[config.mk]
export PLATFORM = sky130hd
export DESIGN_NAME = truth_table_probe
export DESIGN_NICKNAME = d
export VERILOG_FILES = /design/src/rtl/truth_table_probe.sv
export SDC_FILE = /design/constraint.sdc
export NUM_CORES = 1
export LEC_CHECK = 0
export BUFFER_PORTS_ARGS = -buffer_cell sky130_fd_sc_hd__buf_4
export CAP_MARGIN = 40
export CORE_MARGIN = 5
export CORE_UTILIZATION = 55
export CTS_CLUSTER_DIAMETER = 120
export DETAILED_ROUTE_END_ITERATION = 12
export PLACE_DENSITY_LB_ADDON = 0.3
export SLEW_MARGIN = 40
export SYNTH_ARGS = -nofsm -noshare
export SYNTH_HDL_FRONTEND = slang
export SYNTH_SLANG_ARGS = --single-unit
[constraint.sdc]
create_clock -name clk -period 2.49 [get_ports clk]
set_input_delay 0.249 -clock clk [delete_from_list [all_inputs] [get_ports clk]]
set_output_delay 0.249 -clock clk [all_outputs]
set_load 0.03 [all_outputs]
[src/rtl/truth_table_probe.sv]
// rtl/truth_table_probe.sv - sweeps a 3-input gate and recovers its 8-bit truth-table code
// Optional second (verify) pass compiled in with `define TT_PROBE_VERIFY_EN.
module truth_table_probe #(
  parameter int SETTLE_CYCLES = 4
) (
  input  logic       clk,
  input  logic       rst_n,
  input  logic       start,
  output logic       probe_in1,
  output logic       probe_in2,
  output logic       probe_in3,
  input  logic       probe_out,
  output logic       busy,
  output logic       done,
  output logic [7:0] code,
  output logic       valid,
  output logic       mismatch
);

  localparam logic [7:0] CNT_LAST = 8'(SETTLE_CYCLES - 1);

`ifdef TT_PROBE_VERIFY_EN
  typedef enum logic [1:0] {IDLE, SWEEP, VERIFY} state_t;
`else
  typedef enum logic [1:0] {IDLE, SWEEP} state_t;
`endif

  state_t      state;
  logic [7:0]  cnt;
  logic [2:0]  row;
  logic [7:0]  shadow;
  logic        cnt_last;

  assign cnt_last = (cnt == CNT_LAST);

  // Row index drives the gate directly; it wraps back to 000 at the end of each pass,
  // so the pins sit at 000 whenever the block is idle.
  assign {probe_in1, probe_in2, probe_in3} = row;

`ifdef TT_PROBE_VERIFY_EN
  logic diff;
  logic mismatch_q;

  assign mismatch = mismatch_q;

  // Control FSM: first pass captures the code, second pass re-reads every row and
  // flags any disagreement with the captured shadow.
  always_ff @(posedge clk or negedge rst_n) begin
    if (!rst_n) begin
      state      <= IDLE;
      cnt        <= 8'd0;
      row        <= 3'd0;
      shadow     <= 8'h00;
      diff       <= 1'b0;
      mismatch_q <= 1'b0;
      code       <= 8'h00;
      valid      <= 1'b0;
      done       <= 1'b0;
      busy       <= 1'b0;
    end else begin
      done <= 1'b0;
      case (state)
        IDLE: begin
          if (start) begin
            state      <= SWEEP;
            cnt        <= 8'd0;
            row        <= 3'd0;
            valid      <= 1'b0;
            mismatch_q <= 1'b0;
            busy       <= 1'b1;
          end
        end
        SWEEP: begin
          if (cnt_last) begin
            cnt                 <= 8'd0;
            row                 <= row + 3'd1;
            shadow[3'd7 - row]  <= probe_out;
            if (row == 3'd7) begin
              state <= VERIFY;
              diff  <= 1'b0;
            end
          end else begin
            cnt <= cnt + 8'd1;
          end
        end
        VERIFY: begin
          if (cnt_last) begin
            cnt  <= 8'd0;
            row  <= row + 3'd1;
            diff <= diff | (probe_out != shadow[3'd7 - row]);
            if (row == 3'd7) begin
              code       <= shadow;
              valid      <= 1'b1;
              done       <= 1'b1;
              mismatch_q <= diff | (probe_out != shadow[0]);
              // A start present at the completion edge chains straight into the next run.
              if (start) begin
                state <= SWEEP;
              end else begin
                state <= IDLE;
                busy  <= 1'b0;
              end
            end
          end else begin
            cnt <= cnt + 8'd1;
          end
        end
        default: begin
          state <= IDLE;
          busy  <= 1'b0;
        end
      endcase
    end
  end

`else
  assign mismatch = 1'b0;

  // Control FSM: single pass, one sample per row at the end of its settle window.
  always_ff @(posedge clk or negedge rst_n) begin
    if (!rst_n) begin
      state  <= IDLE;
      cnt    <= 8'd0;
      row    <= 3'd0;
      shadow <= 8'h00;
      code   <= 8'h00;
      valid  <= 1'b0;
      done   <= 1'b0;
      busy   <= 1'b0;
    end else begin
      done <= 1'b0;
      case (state)
        IDLE: begin
          if (start) begin
            state <= SWEEP;
            cnt   <= 8'd0;
            row   <= 3'd0;
            valid <= 1'b0;
            busy  <= 1'b1;
          end
        end
        SWEEP: begin
          if (cnt_last) begin
            cnt                 <= 8'd0;
            row                 <= row + 3'd1;
            shadow[3'd7 - row]  <= probe_out;
            if (row == 3'd7) begin
              // Row 7 lands in bit 0 on this same edge, so merge it into the result.
              code  <= {shadow[7:1], probe_out};
              valid <= 1'b1;
              done  <= 1'b1;
              // A start present at the completion edge chains straight into the next run.
              if (!start) begin
                state <= IDLE;
                busy  <= 1'b0;
              end
            end
          end else begin
            cnt <= cnt + 8'd1;
          end
        end
        default: begin
          state <= IDLE;
          busy  <= 1'b0;
        end
      endcase
    end
  end
`endif

endmodule

Word-level counts from Yosys, hierarchy flattened
Index checks and enable logic that the tools add are counted.
{ "word_totals": {"regBits": 32, "latch_bits": 0, "ram_bits": 0, "mem_bits_ro": 0, "input_bits": 4, "output_inout_bits": 15, "mem_count": 0} }
{ "op_classes": {"n_addsub": 3, "multipliers": 0, "n_div": 0, "n_lt_le_gt_ge": 2, "eq_ne": 7, "shifts": 0, "muxes": 26, "bitwise": 0, "n_reduce_logical": 9} }
{ "op_table": {"columns": ["cell", "n"], "rows": [
  ["$mux 8", 2],
  ["$pmux 8 s2", 1],
  ["$mux 1", 11],
  ["$add 8x1->8 const B", 1],
  ["$bwmux 8", 1],
  ["$eq 8x2->1 const B", 1],
  ["$mux 2", 4],
  ["$ne 2x2->1 const B", 4],
  ["$reduce_and 4->1", 2],
  ["$mux 3", 2],
  ["$pmux 3 s2", 1],
  ["$reduce_and 3->1", 2],
  ["$lt 3x4->1 const B", 1],
  ["$pmux 1 s2", 2],
  ["$pmux 2 s2", 1],
  ["$reduce_and 2->1", 2],
  ["$add 3x1->3 const B", 1],
  ["$demux 1 s3", 1],
  ["$eq 3x3->1 const B", 1],
  ["$ge 3x1->1 const B", 1],
  ["$sub 3x3->3 const A", 1],
  ["$eq 2x1->1 const B", 1],
  ["$logic_not 2->1", 1],
  ["$reduce_bool 2->1", 1],
  ["$logic_and 1x1->1", 1]
]} }

Logic depth before layout (Yosys ltp)
Gate-level depths: netlist of run 1.
{ "logic_depth": {"depth_word": 6, "ltp_mapped": 6} }

Worst setup path after synthesis of run 1
No wires, ideal clock.
{ "synth_path": {"path_type": "register -> register", "from": "register busy (netlist name)", "to": "register code[0]", "setup_ns": 0.125, "arrival_ns": 2.040, "required_time_ns": 2.365, "slack_ns": 0.325, "path_stages_with_launch": 5, "path_buffers": 1, "cell_sequence": "dfrtp_1 -> or4b_1 -> buf_2 -> nor4_4 -> mux2_2"} }
{ "synth_lines": {"columns": ["item", "line", "rtl"], "rows": [
  ["to (signal assigned)", "149", "code <= {shadow[7:1], probe_out};"],
  ["to (decl)", "15", "output logic [7:0] code,"]
]} }

Worst setup path after layout of run 1
{ "layout_path": {"from": "register cnt[0]", "to": "register code[7]"} }
{ "layout_via": {"elab_chain_len": 2} }
{ "layout_rtl": {"columns": ["item", "line", "rtl"], "rows": [
  ["from (decl)", "29", "logic [7:0] cnt;"],
  ["from (signal assigned)", "159", "cnt <= cnt + 8'd1;"],
  ["$eq 8x2->1", "34", "assign cnt_last = (cnt == CNT_LAST);"],
  ["$reduce_and 3->1 (no line)", null, null]
]} }
No other way between the ends.
A chain may end at the register's enable or synchronous reset.

==> impl_results.md, run 1 <==
* Synth unique cells at 34
* Area of the multi-input gates at 619 sq um
* Die Ht at 60.4 um
* Global-route wire length before repair at 4750 um
* Vias in the first global route at 1033
* Switching Fraction at 38.6%
* Starting Density at 57.0%
* Fin crit period at 2130 ps
* ANT cells at 0
* Routed vias/inst at 5.59
* Post-Syn Area at 1400 sq um
* Crit path depth at 5
* CP max-delay cell: or4b_1
* Clk pin slew, worst setup/hold paths at approximately 100 ps
* Largest net degree at the start of global routing at 30
* ANT nets after route at 0
* HP Start: probe_out
* Max VDD drop at 744 uV
* DRC Markers at 0
* Final Hold Vio Count at 0
* CTS root buf: clkbuf_4
* Clk_lat worst skew at 330 ps
* WL final at 2680 um
* Avg Inst Size Synth at 11.4 sq um
* Power share of the combinational group at 36.9%
* CTS resizes at 0
* Via count at slightly above 1000
* Max_cap viols at 0
* Worst Path Arrival at 2350 ps
* Area grow syn2layout at 18.8%
* Layout cells sized above 1 at 33.3%
* Register area share after synthesis at 51.9%
* Hold WC Path Type: in2reg
* WP data required at 2700 ps
* GP Congestion at 0.760
* Cells along the critical path: ha_1 -> or4b_1 -> nor4_4 -> buf_4 -> mux2_2
* Clk pwr share at 19.5%
* Reg area at around 730 sq um
* Unrepaired setup endpoints after global routing: no
* Grt met1 use at 22.5%
* Max transition margin at 66.8%
* GRT overflow at 0
* Critical path class: reg2reg
* Hold slack at approximately 210 ps
* Gr usage total at 17.8%
* Final HPWL DP at 1880 um
* M3 GR Usage at 5.96%
* Leak at 0.820 nW
* Initial antenna violation count at 0
* Ys flop type: dfrtp_1
* Fmax at 469 MHz
* Area contributors post-synth: dfrtp_1 (52%), mux2_2 (12%), ha_1 (3.6%)
* IO Pins at 19
* Worst hold path depth at 2
* CTS Buffer Depth at 2
* Clock sinks at 29
* Depth of the CTS H-tree at 2
* M2 GR Usage at around 28%
* Outcome: complete, no violations
* Final setup slack of the worst path at 357 ps
* CTS tree: done
* Slew Limit Fails at 0
* DR WL/cell at 14.9 um
* Max FO, Critical Path at 5
* PortBufs at 17
* Post-synthesis cell count at 123
* Sequential Power Share at 43.6%
* Post-synth net total at 131
* Top Usage Layer GRT: met2
* Most frequent cell after synthesis: dfrtp_1
* Area of the core at 2450 sq um
* Die width at 60.4 um
* Psw at 655 uW
* Pint at around 1.0 mW
* Tot Pwr at 1.70 mW
* Ys Warns at 0
* Synth area leader: dfrtp_1
* Worst r2r src: cnt[0]$_DFFE_PN0P_
* Endpoints failing setup at 0
* Synth top cells by count: dfrtp_1 (29), mux2_2 (15), nand2_1 (11)
* Setup TNS Final at 0 ps
* Slowest stage delay, CP at 520 ps
* CTS buffer count at 5
* FILL cells at 203
* Worst Tran Pin Value at 496 ps
* Cell area power density at 1020 nW/um^2
* Final nets at 157
* Post-place setup slack at 388 ps
* # rows at 18
* Crit end category: flip-flop
* Asr flop ratio synth at 100%
* Total die area at 3650 sq um
* Top Family by Delay on Critical Path: simple AND/OR/NAND/NOR gates
* Setup crit start kind: flip-flop
* Clock Skew at between 10 and 15 ps
* 1st-iter DRT viols at 38
* Cells on worst reg2reg path at 5
* Flops & latches, synth at 29
* Drt first pass iters at 4
* Top-area cell type share of the netlist area at 51.9%
* Final worst path period share at 85.7%
* Critical path origin: cnt[0]$_DFFE_PN0P_
* Post-synth EDFFs at 0
* Buf/Inv on CP at 1
==> registers in the layout, indices dropped and copies added (netlist names) <==
register  flops
done          1
valid         1
cnt           8
shadow        7
code          8
busy          1
row           3
==> routing by layer <==
metal | share of wire (%) | up-vias | wire length [um]
met5 | 0 | - | 0
met4 | 1.4 | 0 | 38
met3 | 4.7 | 5 | 126
met2 | 49 | 22 | 1310
met1 | 45 | 486 | 1200
li1 | - | 494 | -
==> timing repair <==
| action | in CTS | in global routing |
|---|---|---|
| setup endpoints to repair | 0 | 0 |
| buffers inserted | 0 | 0 |
| endpoints found under the hold margin | 29 | 0 |
| hold buffers | 1 | 0 |
==> path summary, 6_finish.rpt <==
check	slack, ps	to
max	360	code[7]$_DFFE_PN0P_
min	210	shadow[4]$_DFFE_PN0P_
max reg2reg	360	code[7]$_DFFE_PN0P_
min reg2reg	510	code[2]$_DFFE_PN0P_
max in group asynchronous	1860	row[1]$_DFFE_PN0P_
min in group asynchronous	370	cnt[1]$_DFFE_PN0P_
==> metrics by stage <==
stage                     instance area (sq um)  instances  util (%)
after floorplan                            1400        123         -
after global placement                     1580        171      64.4
after detailed placement                   1580        171      64.4
after CTS                                  1660        180      67.7
after global routing                       1660        180      67.7
final                                      1660        180      67.7
==> area by class of cell <==
type | instances | area share [%]
clock buffers | 7 | 3.92
flip-flops and latches | 29 | 43.7
inverters | 9 | 2.03
repair buffers | 23 | 10.5
clock inverters | 1 | 0.301
multi-input cells | 81 | 37.3
well taps | 30 | 2.26
==> cell families after synthesis <==
group,count (synthesis),synth area share [%]
and+or+nand+nor,39,16.7
DFF,29,51.9
muxes,19,14.9
AOI/OAI and AO/OA,17,8.14
buffers and inverters,13,3.85
adders and majority gates,4,3.58
other,1,0.268
xor gates and xnor gates,1,0.626
==> worst register-to-register path: stages (launching register included) <==
cell     delay (ps)
dfrtp_1         400
ha_1            190
or4b_1          520
nor4_4          370
buf_4           220
mux2_2          330
==> cells in the final DEF (no fill, tap or decap) <==
master and count:
mux2i_1 4, nor4_1 5, xor2_1 1, clkinv_2 1, ha_1 4, a31oi_1 1
a21oi_1 2, or4b_1 2, nand3_1 3, and2_1 1, o21ai_0 5, a22oi_1 3
clkbuf_4 5, buf_4 22, nand2b_1 3, nor4b_1 2, inv_1 9, o21a_1 1
dlygate4sd3_1 1, clkbuf_8 2, o31a_1 1, nor2_1 5, or4_2 1, or2_2 2
a31o_2 1, o32ai_1 1, o41ai_1 1, dfrtp_1 29, o31ai_1 1, or3_1 1
mux2_2 15, nand4b_1 1, or4_1 1, nand2_1 11, conb_1 1, nor4_4 1
==> power groups by stage <==
stage	combinational, mW	clock (mW)	sequential, mW
floorplan	0.375	0	0.781
global placement	0.593	0	0.731
detailed placement	0.621	0	0.746
CTS	0.629	0.334	0.736
global route	0.697	0.365	0.762
finish	0.625	0.331	0.739
No activity file was read; power rests on OpenSTA's default activity.
==> run 2: changes to the inputs <==
CORE_MARGIN = 10   (was 5)
RECOVER_POWER = 100   (was default)
==> run 2 against run 1 <==
The run now ends with capacitance limit, slew limit left. Total power is 7.5% lower. Clock skew is 0.62 ps higher. Wire length is 6.4% lower. Critical path depth is 1 lower. Combinational power is 8.6% lower. Worst setup slack worse by 120 ps. Via count is 0.30% lower. Global-route usage is 7.2 points lower. Largest power group unchanged.
==> impl_results.md, run 2 (same netlist as run 1, synthesis figures left out) <==
* Outcome: finished with violations
* Failing checks: capacitance limit, slew limit
* Area grow syn2layout at 12.4%
* Max VDD drop at 677 uV
* Slowest stage delay, CP at 540 ps
* Starting Density at 57.0%
* Worst Path Arrival at 2450 ps
* Routed vias/inst at 5.58
* Clk_lat worst skew at around 320 ps
* Die Ht at 70.4 um
* Cells along the critical path: or4b_1 -> nor4_4 -> clkbuf_1 -> mux2_2
* ANT nets after route at 0
* Hold WC Path Type: in2reg
* Register-to-register setup slack at 240 ps
* CTS Buffer Depth at 2
* Cell area power density at 997 nW/um^2
* Depth of the CTS H-tree at 2
* Max FO, Critical Path at 9
* Vias in the first global route at 986
* Cell count after placement at around 170
* Worst Tran Pin Value at 1510 ps
* WL final at between 2000 and 3000 um
* Clock sinks at 29
* Slew Limit Fails at 30
* Area of the core at 2450 sq um
* Worst r2r src: busy$_DFFE_PN0P_
* Die width at slightly above 70 um
* Largest regs: cnt x8, code x8, shadow x7
* PortBufs at 17
* GRT overflow at 0
* Max_cap viols at 1
* Largest net degree at the start of global routing at 30
* Most frequent cells in the layout: dfrtp_1 (29), clkbuf_1 (21), mux2_2 (14), nand2_1 (11), inv_1 (9)
* Endpoints failing setup at 0
* HP Start: probe_out
* Area of the multi-input gates at 619 sq um
* ANT cells at 0
* DRC Markers at 0
* CTS resizes at 0
* Design area at 1570 sq um
* Critical path class: reg2reg
* Final std cells w/o fill at 180
* Setup crit start kind: flip-flop
* # Post-CTS Setup Buffers at 0
* Layout cells sized above 1 at around a fifth
* Initial antenna violation count at 0
* Max transition margin at -0.662%
* Gr usage total at 10.6%
* Cells on worst reg2reg path at 4
* WP data required at 2690 ps
* 1st-iter DRT viols at just over 60
* Placed Area at 1580 sq um
* # rows at 18
* CTS tree: done
* Fmax at 444 MHz
* CTS root buf: clkbuf_4
* FILL cells at ~200
* Most common cell after layout, fill and taps aside: dfrtp_1
* Total die area at 4960 sq um
* Hold slack at 215 ps
* Clock Skew at 10.9 ps
* Leak at 0.734 nW
* GP Congestion at 0.752
* Reg area at slightly above 700 sq um
* CP max-delay cell: or4b_1
* Final nets at 157
* IO Pins at 19
* CTS buffer count at 5
* Setup TNS Final at 0 ps
* DR WL/cell at 13.9 um
* Final Hold Vio Count at 0
* Final worst path period share at 90.4%
* Reg2reg end: code[7]$_DFFE_PN0P_
* Via count at 1004
* Crit end category: flip-flop
* Worst Setup EP: code[7]$_DFFE_PN0P_
* Unrepaired setup endpoints after global routing: no
* Clk pin slew, worst setup/hold paths at 90 ps
* Global-route wire length before repair at about 4300 um
* Critical path origin: busy$_DFFE_PN0P_
* Fin crit period at 2250 ps
* Final HPWL DP at roughly 1900 um
* Drt first pass iters at 4
run 2: cell types whose count changed in the layout (fill, tap and decap cells not counted):
cell,before,now
clkbuf_1,0,21
buf_4,22,4
clkbuf_8,2,0
clkinv_2,1,0
mux2_1,0,1
mux2_2,15,14
run 2: metrics by stage:
step / power [mW] / setup WS (ps) / util, %
global route: 1.69 / 128 / 64.1
global placement: 1.33 / 388 / 64.4
detailed placement: 1.36 / 373 / 64.4
CTS: 1.63 / 339 / 66.8
floorplan: 1.16 / 325 / -
finish: 1.57 / 240 / 64.1
run 2: worst min path at each step:
stage	endpoint	slack, ps	depth (start not counted)
finish	shadow[4]$_DFFE_PN0P_	220	2
detailed placement	cnt[6]$_DFFE_PN0P_	190	1
global placement	busy$_DFFE_PN0P_	180	1
CTS	shadow[5]$_DFFE_PN0P_	200	2
global route	shadow[5]$_DFFE_PN0P_	220	2
floorplan	busy$_DFFE_PN0P_	-50	0
run 2: cell type report:
cell class	count	area share, %
clock buffer	8	3.10
tap	30	2.39
multi-input combinational	81	39.4
inverter	9	2.15
sequential	29	46.1
timing repair buffer	23	6.84
run 2: critical path, delay by kind of cell, from the launching register on:
kind	cells	cell delay (ps)
buffers and inverters	1	290
DFF	1	520
muxes	1	370
and+or+nand+nor	2	950
run 2: power breakdown:
group	internal, mW	switching, mW	total, mW
sequential	0.599	0.134	0.733
clock	0.112	0.151	0.264
combinational	0.235	0.336	0.571
total	0.946	0.622	1.57
run 2: timing repair:
item,CTS,global route
hold buffers,1,0
setup endpoints to repair,0,0
endpoints found under the hold margin,29,0
run 2: per-layer routing:
layer	GRT usage [%]	part of all wire [%]	up-vias
met5	0	0	-
met4	5.48	2.2	0
met3	4.38	5.8	10
met2	17.5	49	17
met1	11.2	43	481
li1	-	-	496
